**src/rtl/i2c_reg_pkg.sv**
```systemverilog
// rtl/i2c_reg_pkg.sv - shared types and constants for the I2C register target
//
// Purpose: state encoding of the target FSM, default 7-bit bus address and
// the bus-level ACK/NACK values seen on SDA.
package i2c_reg_pkg;

    typedef enum logic [3:0] {
        IDLE, DEV, DEV_ACK, AHI, AHI_ACK, ALO, ALO_ACK, WHI, WHI_ACK,
        WLO, WLO_ACK, RHI, RHI_MACK, RLO, RLO_MACK, WAIT_STOP
    } state_t;

    // 0x78 = write byte, 0x79 = read byte
    localparam logic [6:0] DEFAULT_DEV_ADDR = 7'h3C;

    localparam logic ACK  = 1'b0;
    localparam logic NACK = 1'b1;

endpackage

```
**src/rtl/i2c_bus_sync.sv**
```systemverilog
// rtl/i2c_bus_sync.sv - SCL/SDA synchronizers and bus event detection
//
// Purpose: brings scl_i/sda_i into the clk domain and produces one-clk event
// pulses. All outputs are registered, so pin-to-pulse latency is
// SYNC_STAGES+1 clk. sda_val is the SDA level aligned with the pulses.
// Ports:
//   clk, rst_n          system clock, asynchronous active-low reset
//   scl_i, sda_i        raw bus pins
//   scl_rise, scl_fall  one-clk SCL edge pulses
//   start_det, stop_det one-clk START / STOP pulses
//   sda_val             synchronized SDA, aligned with the pulses
module i2c_bus_sync #(
    parameter int SYNC_STAGES = 2
) (
    input  logic clk,
    input  logic rst_n,
    input  logic scl_i,
    input  logic sda_i,
    output logic scl_rise,
    output logic scl_fall,
    output logic start_det,
    output logic stop_det,
    output logic sda_val
);

    logic [SYNC_STAGES-1:0] scl_sync;
    logic [SYNC_STAGES-1:0] sda_sync;
    logic                   scl_s, sda_s;
    logic                   scl_d, sda_d;

    assign scl_s = scl_sync[SYNC_STAGES-1];
    assign sda_s = sda_sync[SYNC_STAGES-1];

    // Flops reset to the idle-bus level so no event fires out of reset.
    always_ff @(posedge clk or negedge rst_n) begin
        if (!rst_n) begin
            scl_sync  <= '1;
            sda_sync  <= '1;
            scl_d     <= 1'b1;
            sda_d     <= 1'b1;
            scl_rise  <= 1'b0;
            scl_fall  <= 1'b0;
            start_det <= 1'b0;
            stop_det  <= 1'b0;
            sda_val   <= 1'b1;
        end else begin
            scl_sync  <= {scl_sync[SYNC_STAGES-2:0], scl_i};
            sda_sync  <= {sda_sync[SYNC_STAGES-2:0], sda_i};
            scl_d     <= scl_s;
            sda_d     <= sda_s;
            scl_rise  <= scl_s & ~scl_d;
            scl_fall  <= ~scl_s & scl_d;
            start_det <= scl_s & scl_d & sda_d & ~sda_s;
            stop_det  <= scl_s & scl_d & ~sda_d & sda_s;
            sda_val   <= sda_s;
        end
    end

endmodule

```
**src/rtl/i2c_reg_slave.sv**
```systemverilog
// rtl/i2c_reg_slave.sv - I2C target for 16-bit address / 16-bit data registers
//
// Purpose: decodes I2C register transactions (dev byte, addr hi/lo, data
// hi/lo words with auto-increment) into a simple register-file port.
// Ports:
//   clk, rst_n      system clock, asynchronous active-low reset
//   scl_i, sda_i    bus inputs (no clock stretching)
//   sda_oe          1 = pull SDA low (open drain)
//   reg_addr        register pointer
//   reg_wdata       write data, valid with reg_we
//   reg_we, reg_re  one-clk write / read strobes
//   reg_rdata       read data, sampled 2 clk after reg_re
//   busy            addressed transaction in progress
module i2c_reg_slave
    import i2c_reg_pkg::*;
#(
    parameter logic [6:0] DEV_ADDR    = DEFAULT_DEV_ADDR,
    parameter int         SYNC_STAGES = 2
) (
    input  logic        clk,
    input  logic        rst_n,
    input  logic        scl_i,
    input  logic        sda_i,
    output logic        sda_oe,
    output logic [15:0] reg_addr,
    output logic [15:0] reg_wdata,
    output logic        reg_we,
    output logic        reg_re,
    input  logic [15:0] reg_rdata,
    output logic        busy
);

    logic scl_rise, scl_fall, start_det, stop_det, sda_val;

    i2c_bus_sync #(.SYNC_STAGES(SYNC_STAGES)) u_sync (
        .clk       (clk),
        .rst_n     (rst_n),
        .scl_i     (scl_i),
        .sda_i     (sda_i),
        .scl_rise  (scl_rise),
        .scl_fall  (scl_fall),
        .start_det (start_det),
        .stop_det  (stop_det),
        .sda_val   (sda_val)
    );

    state_t      state, state_nxt;
    logic [3:0]  cnt, cnt_nxt;
    logic [7:0]  rx, rx_nxt;
    logic [7:0]  addr_hi, addr_hi_nxt;
    logic [7:0]  wd_hi, wd_hi_nxt;
    logic [15:0] tx, tx_nxt;
    logic        mack, mack_nxt;
    logic        re_d1;
    logic        sda_oe_nxt, busy_nxt, reg_we_nxt, reg_re_nxt;
    logic [15:0] reg_addr_nxt, reg_wdata_nxt;
    logic        byte_done, dev_match;

    assign byte_done = (cnt == 4'd8);
    assign dev_match = (rx[7:1] == DEV_ADDR);

    // State and datapath registers
    always_ff @(posedge clk or negedge rst_n) begin
        if (!rst_n) begin
            state     <= IDLE;
            cnt       <= '0;
            rx        <= '0;
            addr_hi   <= '0;
            wd_hi     <= '0;
            tx        <= '0;
            mack      <= NACK;
            re_d1     <= 1'b0;
            sda_oe    <= 1'b0;
            busy      <= 1'b0;
            reg_addr  <= '0;
            reg_wdata <= '0;
            reg_we    <= 1'b0;
            reg_re    <= 1'b0;
        end else begin
            state     <= state_nxt;
            cnt       <= cnt_nxt;
            rx        <= rx_nxt;
            addr_hi   <= addr_hi_nxt;
            wd_hi     <= wd_hi_nxt;
            tx        <= tx_nxt;
            mack      <= mack_nxt;
            re_d1     <= reg_re;
            sda_oe    <= sda_oe_nxt;
            busy      <= busy_nxt;
            reg_addr  <= reg_addr_nxt;
            reg_wdata <= reg_wdata_nxt;
            reg_we    <= reg_we_nxt;
            reg_re    <= reg_re_nxt;
        end
    end

    // Next state: byte/ACK boundaries are all taken on SCL falls.
    always_comb begin
        state_nxt = state;
        if (start_det) begin
            state_nxt = DEV;
        end else if (stop_det) begin
            state_nxt = IDLE;
        end else if (scl_fall) begin
            case (state)
                DEV:      if (byte_done) state_nxt = dev_match ? DEV_ACK : WAIT_STOP;
                DEV_ACK:  state_nxt = rx[0] ? RHI : AHI;
                AHI:      if (byte_done) state_nxt = AHI_ACK;
                AHI_ACK:  state_nxt = ALO;
                ALO:      if (byte_done) state_nxt = ALO_ACK;
                ALO_ACK:  state_nxt = WHI;
                WHI:      if (byte_done) state_nxt = WHI_ACK;
                WHI_ACK:  state_nxt = WLO;
                WLO:      if (byte_done) state_nxt = WLO_ACK;
                WLO_ACK:  state_nxt = WHI;
                RHI:      if (byte_done) state_nxt = RHI_MACK;
                RHI_MACK: state_nxt = (mack == ACK) ? RLO : WAIT_STOP;
                RLO:      if (byte_done) state_nxt = RLO_MACK;
                RLO_MACK: state_nxt = (mack == ACK) ? RHI : WAIT_STOP;
                default:  state_nxt = state;
            endcase
        end
    end

    // Outputs and datapath next values
    always_comb begin
        cnt_nxt       = cnt;
        rx_nxt        = rx;
        addr_hi_nxt   = addr_hi;
        wd_hi_nxt     = wd_hi;
        tx_nxt        = tx;
        mack_nxt      = mack;
        sda_oe_nxt    = sda_oe;
        busy_nxt      = busy;
        reg_addr_nxt  = reg_addr;
        reg_wdata_nxt = reg_wdata;
        reg_we_nxt    = 1'b0;
        reg_re_nxt    = 1'b0;
        if (start_det) begin
            cnt_nxt    = '0;
            sda_oe_nxt = 1'b0;
        end else if (stop_det) begin
            cnt_nxt    = '0;
            sda_oe_nxt = 1'b0;
            busy_nxt   = 1'b0;
        end else begin
            if (re_d1)
                tx_nxt = reg_rdata;
            if (scl_rise) begin
                case (state)
                    DEV, AHI, ALO, WHI, WLO: begin
                        rx_nxt  = {rx[6:0], sda_val};
                        cnt_nxt = cnt + 4'd1;
                        if (state == WLO && cnt == 4'd7) begin
                            reg_wdata_nxt = {wd_hi, rx[6:0], sda_val};
                            reg_we_nxt    = 1'b1;
                        end
                    end
                    RHI, RLO: cnt_nxt = cnt + 4'd1;
                    RHI_MACK: mack_nxt = sda_val;
                    // Fetch the next word on the master's ACK rise so the
                    // data is in tx before the fall that must drive bit 15.
                    RLO_MACK: begin
                        mack_nxt     = sda_val;
                        reg_addr_nxt = reg_addr + 16'd1;
                        reg_re_nxt   = (sda_val == ACK);
                    end
                    default: ;
                endcase
            end
            if (scl_fall) begin
                case (state)
                    DEV: if (byte_done) begin
                        cnt_nxt    = '0;
                        sda_oe_nxt = dev_match;
                        busy_nxt   = dev_match;
                        reg_re_nxt = dev_match & rx[0];
                    end
                    AHI: if (byte_done) begin
                        cnt_nxt     = '0;
                        sda_oe_nxt  = 1'b1;
                        addr_hi_nxt = rx;
                    end
                    ALO: if (byte_done) begin
                        cnt_nxt      = '0;
                        sda_oe_nxt   = 1'b1;
                        reg_addr_nxt = {addr_hi, rx};
                    end
                    WHI: if (byte_done) begin
                        cnt_nxt    = '0;
                        sda_oe_nxt = 1'b1;
                        wd_hi_nxt  = rx;
                    end
                    WLO: if (byte_done) begin
                        cnt_nxt    = '0;
                        sda_oe_nxt = 1'b1;
                    end
                    // rx still holds the dev byte here, so rx[0] is R/W.
                    DEV_ACK: begin
                        if (rx[0]) begin
                            sda_oe_nxt = ~tx[15];
                            tx_nxt     = {tx[14:0], 1'b0};
                        end else begin
                            sda_oe_nxt = 1'b0;
                        end
                    end
                    AHI_ACK, ALO_ACK, WHI_ACK: sda_oe_nxt = 1'b0;
                    WLO_ACK: begin
                        sda_oe_nxt   = 1'b0;
                        reg_addr_nxt = reg_addr + 16'd1;
                    end
                    RHI, RLO: begin
                        if (byte_done) begin
                            cnt_nxt    = '0;
                            sda_oe_nxt = 1'b0;
                        end else begin
                            sda_oe_nxt = ~tx[15];
                            tx_nxt     = {tx[14:0], 1'b0};
                        end
                    end
                    RHI_MACK, RLO_MACK: begin
                        if (mack == ACK) begin
                            sda_oe_nxt = ~tx[15];
                            tx_nxt     = {tx[14:0], 1'b0};
                        end else begin
                            sda_oe_nxt = 1'b0;
                            busy_nxt   = 1'b0;
                        end
                    end
                    default: ;
                endcase
            end
        end
    end

endmodule
```
**config.mk**
```make
export PLATFORM = sky130hd
export DESIGN_NAME = i2c_reg_slave
export DESIGN_NICKNAME = d
export VERILOG_FILES = /design/src/rtl/i2c_reg_pkg.sv /design/src/rtl/i2c_bus_sync.sv /design/src/rtl/i2c_reg_slave.sv
export SDC_FILE = /design/constraint.sdc
export NUM_CORES = 1
export LEC_CHECK = 0
export BUFFER_PORTS_ARGS = -buffer_cell sky130_fd_sc_hd__clkbuf_2
export CAP_MARGIN = 20
export CORE_MARGIN = 2
export CORE_UTILIZATION = 40
export DETAILED_ROUTE_END_ITERATION = 10
export SLEW_MARGIN = 20
export SYNTH_ARGS = -nofsm -noshare
export SYNTH_HDL_FRONTEND = slang
export SYNTH_SLANG_ARGS = --single-unit
```
**constraint.sdc**
```tcl
create_clock -name clk -period 2.41 [get_ports clk]
set_input_delay 0.3615 -clock clk [delete_from_list [all_inputs] [get_ports clk]]
set_output_delay 0.3615 -clock clk [all_outputs]
set_load 0.005 [all_outputs]
```
==> results of run 1 <==
-- layout make-up --
| cell class | count | area [um^2] |
|---|---|---|
| sequential | 96 | 2410 |
| clock inverter | 6 | 115 |
| tap | 172 | 215 |
| timing repair buffer | 90 | 581 |
| clock buffer | 10 | 229 |
| fill | 1224 | 6480 |
| inverter | 22 | 82.6 |
| multi-input combinational | 366 | 2610 |
-- kinds of logic (layout without fill, tap and decap cells) --
group                    count (synthesis)  count (layout)  synth area share (%)
AO/OA/AOI/OAI                          131             131                  18.0
XOR/XNOR                                10              10                  1.67
adder cells (fa/ha/maj)                  3               3                 0.714
buffers and inverters                   58             128                  4.76
flip-flops                              96              96                  45.9
multiplexers                            43              43                  9.78
AND/OR/NAND/NOR                        179             179                  19.3
-- state kept, by name, summed over array words and instances (netlist names), 2 cells and up --
name,flops
u_sync.scl_sync,2
wd_hi,8
reg_wdata,16
addr_hi,8
state,4
u_sync.sda_sync,2
cnt,4
rx,8
tx,16
reg_addr,16
-- synthesized netlist by cell type, types with 4 or more instances --
cell type	number
o211ai_1	4
nand4_1	11
o31ai_1	5
xnor2_1	6
dfstp_2	7
nand3_1	14
mux2_4	9
o22ai_1	5
nor2_1	44
a211oi_1	4
mux2_2	31
nor2b_1	4
clkbuf_1	18
a21oi_1	22
buf_1	4
buf_2	11
dfrtp_1	89
a31oi_1	5
xor2_1	4
o21ai_0	24
nor3_1	26
inv_1	22
nand2_1	35
nor3b_1	5
a221oi_1	18
and3_1	4
-- how the worst min path moves through the flow --
stage | end | startpoint | slack (ns)
final | u_sync.scl_sync[0] | scl_i | 0.08
after detailed placement | u_sync.sda_sync[1] | u_sync.sda_sync[0] | 0.35
after floorplan | addr_hi[0] | rst_n | 0.07
after global routing | u_sync.sda_sync[0] | sda_i | 0.07
after CTS | u_sync.sda_sync[0] | sda_i | 0.07
after global placement | tx[10] | rst_n | 0.35
-- worst max-delay path, stage by stage, from the launching register on --
cell and delay, ns:
dfrtp_1 0.47, ha_1 0.25, nand3_1 0.29, nor4_1 0.71, o211ai_1 0.19, a21oi_1 0.18, o22ai_1 0.09
-- per-stage QoR --
stage / TNS [ns] / utilization (%) / total power, mW / area (um^2) / hold WS [ns]
after floorplan: 0 / - / 2.56 / 5260 / 0.0659
after global placement: -0.245 / 46.2 / 2.94 / 5880 / 0.346
after detailed placement: -1.54 / 46.2 / 2.96 / 5880 / 0.348
after CTS: 0 / 49.0 / 4.64 / 6240 / 0.0693
after global routing: -0.197 / 49.1 / 4.83 / 6240 / 0.0713
final: 0 / 49.1 / 4.63 / 6240 / 0.0807
-- power by group through the flow --
stage          registers [mW]  logic, mW  clock network (mW)
6_report                 1.93       1.03                1.67
5_1_grt                  1.96       1.11                1.77
4_1_cts                  1.93       1.01                1.70
3_5_place_dp             1.96       1.00                   0
3_3_place_gp             1.95      0.998                   0
2_1_floorplan            1.86      0.701                   0
-- per-layer routing --
layer | vias to the layer above | track usage, %
li1 | 2082 | -
met1 | 2227 | 31.0
met2 | 177 | 32.3
met3 | 23 | 5.07
met4 | 0 | 8.18
met5 | - | 0
-- what timing repair did --
item                                   4_1_cts  5_1_grt
buffers inserted                             0        0
gates resized for setup                      1        0
cloned                                       0        0
hold buffers                                 1        0
pin swaps                                    0        0
endpoints found under the hold margin       33        0
setup endpoints to repair                   16        2
==> metrics.md, run 1 <==
| Metric | Value |
|---|---|
| Max-cap violations | 0 |
| Via count | 4,509 |
| Clock root buffer | clkbuf_16 |
| F_max | 435 MHz |
| Initial core utilization | 41.3% |
| Critical path type | flip-flop to flip-flop |
| Post-synthesis cell type count | 77 |
| WL met1 | 6.94 mm |
| Met3 wire length | 1.01 mm |
| HP Class | input pin to flip-flop |
| First-pass GRT wire length | 24.3 mm |
| Initial antenna violation count | 0 |
| Seq/Total Area, Yosys | 45.9% |
| Core footprint | 0.0127 mm^2 |
| Yosys top cell by area | dfrtp_1 |
| Commonest non-fill, non-tap cell in the layout | dfrtp_1 |
| Worst skew pair latency | 0.36 ns |
| Final Hold Viols | 0 |
| Leading post-synthesis cells by cell area | dfrtp_1 42%, mux2_2 6.6%, dfstp_2 3.5%, nor2_1 3.1%, a221oi_1 3.0% |
| Seq cells post-synth | 96 |
| Worst setup SP type | flip-flop |
| Max transition margin | 53.0% |
| Syn nets | 543 |
| Static Leak | 2.80 nW |
| Area grow syn2layout | 18.8% |
| Reg clk slew, reported paths | 0.07 ns |
| Number of diodes | 0 |
| Avg Cell Area, Syn | 10.1 um^2 |
| FFs w/ async S/R, synth | 100% |
| Finished Layout Cells | 762 |
| Clk buf depth | 2 |
| TritonCTS clock tree | done |
| Yosys warns | 0 |
| Setup WS post-layout | 0.113 ns |
| Flop pwr share | 41.7% |
| I/O pin count | 56 |
| Worst hold path cell count | 1 |
| IO Port Bufs | 55 |
| Routed len/inst | 19.4 um |
| CP endpoint kind | flip-flop |
| Crit path to | reg_addr[12] |
| Vert. Die Dim | 119 um |
| Hpwl dp | 10.1 mm |
| Share of cells above drive strength 1 | 28.3% |
| DRT iter0 DRCs | 494 |
| Number of global-route vias before repair | 4,464 |
| Final net count | 608 |
| Metal2 WL | 6.61 mm |
| Outcome | finished clean |
| R2r endpoint | reg_addr[12] |
| Clock power share | 36.1% |
| Drc violations | 0 |
| # rows | 41 |
| CP arrival | 2.54 ns |
| Final Cycle Share | 95.3% |
| # H-tree levels | 3 |
| Gate power share | 22.2% |
| Largest net degree at the start of global routing | 43 |
| RSZ-0062 raised after global routing | yes |
| Skew final | 0.0121 ns |
| Worst-Margin Slew | 0.697 ns |
| Synth Flop Type | dfrtp_1 |
| Cells on worst reg2reg path | 6 |
| Pwr Density | 741 mW/mm^2 |
| CTS Sinks | 96 |
| Critical-path maximum fanout | 8 |
| EDFF count, synth | 0 |
| Vias per cell | 5.92 |
| Commonest non-fill, non-tap cells in the layout | 89 x dfrtp_1, 54 x clkbuf_2, 44 x nor2_1 |
| Grt ovf | 0 |
| Final setup vio count | 0 |
| Critical Path Start | reg_addr[1] |
| Post-Route WL | 14.8 mm |
| Pint | 3.17 mW |
| DR pass1 iterations | 5 |
| Sw frac | 31.4% |
| All-Layer GR Usage | 21.8% |
| Post-Place Setup Slack | -0.139 ns |
| GP Congestion | 0.912 |
| Chip width | 119 um |
| Reg-to-Reg Start | reg_addr[1] |
| Antenna Nets Post-Route | 0 |
| Fin. max-slew vios | 0 |
| Switch Pwr | 1.45 mW |
| Synth top area share | 42.4% |
| Placed Instances | 745 |
| TritonCTS buffer count | 9 |
| Worst EP required | 2.65 ns |
| Syn Inst Count | 520 |
| Max VDD drop | 441 uV |
| Synthesized area | 0.00526 mm^2 |
| DR top layer | met4 |
| DIE AREA | 0.0141 mm^2 |
| Register-to-Register Setup Slack | 0.11 ns |
| Min Tclk post-route | 2.30 ns |
No activity file was read; power rests on OpenSTA's default activity.
==> inputs of run 2 (changes only) <==
- ABC_AREA: unset -> 1
- CORE_MARGIN: 2 -> unset
==> metrics.md, run 2 <==
| Metric | Value |
|---|---|
| I/O pin count | 56 (unchanged) |
| Drc violations | 0 (unchanged) |
| Sw frac | 41.7% (+10 points) |
| Met3 wire length | 624 um (-38%) |
| All-Layer GR Usage | 20.7% (-1.1 points) |
| Largest net degree at the start of global routing | 39 (-9.3%) |
| Share of cells above drive strength 1 | 16.5% (-12 points) |
| Leading post-synthesis cells by cell area | dfrtp_1 41%, nand2_1 15%, o21ai_0 6.4%, inv_1 5.5%, nor2_1 4.9% |
| Placement Cell Area | 0.00589 mm^2 (+0.15%) |
| Setup TNS Final | 0 ns (unchanged) |
| Yosys warns | 0 (unchanged) |
| Worst-Margin Slew | 0.833 ns (+0.136 ns) |
| IO Port Bufs | 55 (unchanged) |
| Worst EP required | 2.65 ns (about the same) |
| Register-to-Register Setup Slack | 0.33 ns (+0.21 ns) |
| Total power | 6.57 mW (+42%) |
| Switch Pwr | 2.74 mW (+88%) |
| R2r endpoint | reg_addr[10] |
| Max-cap violations | 0 (unchanged) |
| Flop pwr share | 37.3% (-4.4 points) |
| Hold slack | 0.0937 ns (+0.0130 ns) |
| Syn nets | 766 (+41%) |
| Post-CTS Resized | 0 (-1) |
| WL met1 | 6.50 mm (-6.3%) |
| TritonCTS clock tree | done |
| Placed Instances | 958 (+29%) |
| Post-CTS setup buffers | 0 (unchanged) |
| Routed len/inst | 14.0 um (-28%) |
| Cts hold-fix bufs | 1 (unchanged) |
| Max VDD drop | 518 uV (+18%) |
| FFs w/ async S/R, synth | 100% (unchanged) |
| # H-tree levels | 3 (unchanged) |
| Critical Path Start | reg_addr[0] |
| Skew final | 0.0134 ns (+0.00124 ns) |
| RSZ-0062 raised after global routing | no |
| Syn Inst Count | 743 (+43%) |
| Multi-input gate area | 0.00254 mm^2 (-2.9%) |
| Fillers | 1,350 (+10%) |
| Register area | 0.00241 mm^2 (unchanged) |
| Via count | 4,955 (+9.9%) |
| Top-count cell post-synth | nand2_1 |
| Pint | 3.83 mW (+21%) |
| Crit path to | reg_addr[10] |
| Final Cycle Share | 86.5% (-8.9 points) |
| Reg clk slew, reported paths | 0.07 ns (about the same) |
| DIE AREA | 0.0142 mm^2 (+0.79%) |
| Outcome | finished clean |
| Critical path type | flip-flop to flip-flop |
| Number of diodes | 0 (unchanged) |
| Synth Flop Type | dfrtp_1 |
| Metal2 WL | 6.33 mm (-4.1%) |
| Gate power share | 38.1% (+16 points) |
| Chip width | 119 um (+0.40%) |
| Largest registers | reg_addr (16), reg_wdata (16), tx (16) |
| Commonest non-fill, non-tap cells in the layout | 220 x nand2_1, 89 x dfrtp_1, 81 x inv_1 |
| Clock root buffer | clkbuf_16 |
| DR top layer | met4 |
| Finished Layout Cells | 975 (+28%) |
| Grt ovf | 0 (unchanged) |
| Cells on worst reg2reg path | 10 (+4) |
| TritonCTS buffer count | 9 (unchanged) |
| First-pass GRT wire length | 23.2 mm (-4.5%) |
| CTS Sinks | 96 (unchanged) |
| Util after Layout | 46.9% (-2.2 points) |
| CP arrival | 2.32 ns (-0.22 ns) |
| Seq cells post-synth | 96 (unchanged) |
| Avg Cell Area, Syn | 7.38 um^2 (-27%) |
| Commonest cells in the netlist | 220 x nand2_1, 89 x dfrtp_1, 81 x inv_1, 72 x nor2_1, 70 x o21ai_0 |
| Min Tclk post-route | 2.08 ns (-0.213 ns) |
| Design Area, Final | 0.00624 mm^2 (-0.14%) |
| Seq/Total Area, Yosys | 43.9% (-1.9 points) |
| Static Leak | 3.26 nW (+16%) |
| Max transition margin | 44.5% (-8.6 points) |
| Commonest non-fill, non-tap cell in the layout | nand2_1 |
| Core footprint | 0.0133 mm^2 (+4.5%) |
| Vias per cell | 5.08 (-14%) |
| Post-synthesis cell type count | 38 (-51%) |
| Yosys top cell by area | dfrtp_1 |
| F_max | 480 MHz (+10%) |
| Initial antenna violation count | 0 (unchanged) |
| Worst setup SP type | flip-flop |
| Final Hold Viols | 0 (unchanged) |
| Post-Route WL | 13.6 mm (-8.1%) |
| Hpwl dp | 9.76 mm (-3.4%) |
| Fin. max-slew vios | 0 (unchanged) |
| Vert. Die Dim | 119 um (+0.40%) |
| Post-Place Setup Slack | 0.370 ns (+0.508 ns) |
| Synth top area share | 40.6% (-1.8 points) |
| HP Class | input pin to flip-flop |
| Area grow syn2layout | 13.7% |
| Setup WS post-layout | 0.326 ns (+0.213 ns) |
| CP endpoint kind | flip-flop |
| GP Congestion | 0.933 (+2.3%) |
| Final net count | 817 (+34%) |
| EDFF count, synth | 0 (unchanged) |
| Clk buf depth | 2 (unchanged) |
| Initial core utilization | 41.3% (-0.059 points) |
| Pwr Density | 1050 mW/mm^2 (+42%) |
| Worst skew pair latency | 0.36 ns (about the same) |
| Reg-to-Reg Start | reg_addr[0] |
| Critical-path maximum fanout | 9 (+1) |
| Clock power share | 24.6% (-11 points) |
| DR pass1 iterations | 5 (unchanged) |
| Number of global-route vias before repair | 4,560 (+2.2%) |
| Antenna Nets Post-Route | 0 (unchanged) |
| DRT iter0 DRCs | 382 (-23%) |
| # rows | 42 (+2.4%) |
| Final setup vio count | 0 (unchanged) |
| Synthesized area | 0.00549 mm^2 (+4.4%) |
[run 2: cell count changes after synthesis, sizes merged, moves of 6 or more]
cell	delta
nand2	+190
inv	+68
o21ai	+61
mux2	-40
nor2	+39
nand3	+33
nor3	-24
a221oi	-18
a21oi	+13
o211ai	+13
nor4	-6
[run 2: layout make-up]
class | instances | area share, %
Sequential cell | 96 | 38.7
Multi-Input combinational cell | 529 | 40.7
Inverter | 90 | 5.46
Tap cell | 176 | 3.53
Timing Repair Buffer | 68 | 6.26
Clock inverter | 7 | 1.81
Clock buffer | 9 | 3.61
[run 2: logic make-up after synthesis]
family,after synthesis,share of synthesized area (%)
AND/OR/NAND/NOR,366,28.0
adder cells (fa/ha/maj),3,0.684
AO/OA/AOI/OAI,151,16.1
flip-flops,96,43.9
buffers and inverters,118,9.83
XOR/XNOR,9,1.44
[run 2: how the worst min path moves through the flow]
stage | slack [ns] | to | cells past startpoint | startpoint
final | 0.09 | u_sync.sda_sync[0] | 1 | sda_i
after CTS | 0.08 | u_sync.sda_sync[0] | 1 | sda_i
after floorplan | 0.07 | addr_hi[0] | 0 | rst_n
after global placement | 0.35 | u_sync.sda_sync[1] | 0 | u_sync.sda_sync[0]
after global routing | 0.07 | u_sync.sda_sync[0] | 1 | sda_i
after detailed placement | 0.35 | u_sync.sda_sync[1] | 0 | u_sync.sda_sync[0]
[run 2: power by group through the flow]
stage / registers (mW) / clock network, mW / logic (mW)
CTS: 2.45 / 1.66 / 2.51
finish: 2.45 / 1.62 / 2.50
global route: 2.52 / 1.72 / 2.90
global placement: 2.46 / 0 / 2.43
detailed placement: 2.48 / 0 / 2.49
floorplan: 2.35 / 0 / 1.85
[run 2: metal layers]
| metal | global-route usage [%] | vias up |
|---|---|---|
| li1 | - | 2494 |
| met1 | 29.2 | 2345 |
| met5 | 0 | - |
| met3 | 4.36 | 13 |
| met2 | 32.3 | 103 |
| met4 | 5.46 | 0 |
[run 2: critical path, stage by stage, from the launching register on]
cell,delay [ns]
dfrtp_1,0.48
ha_1,0.22
nand2_1,0.10
nor2_2,0.35
nand3_1,0.18
nand3_1,0.13
nand2_1,0.07
o21ai_0,0.17
nand2_1,0.07
a21oi_1,0.13
nor2_1,0.06
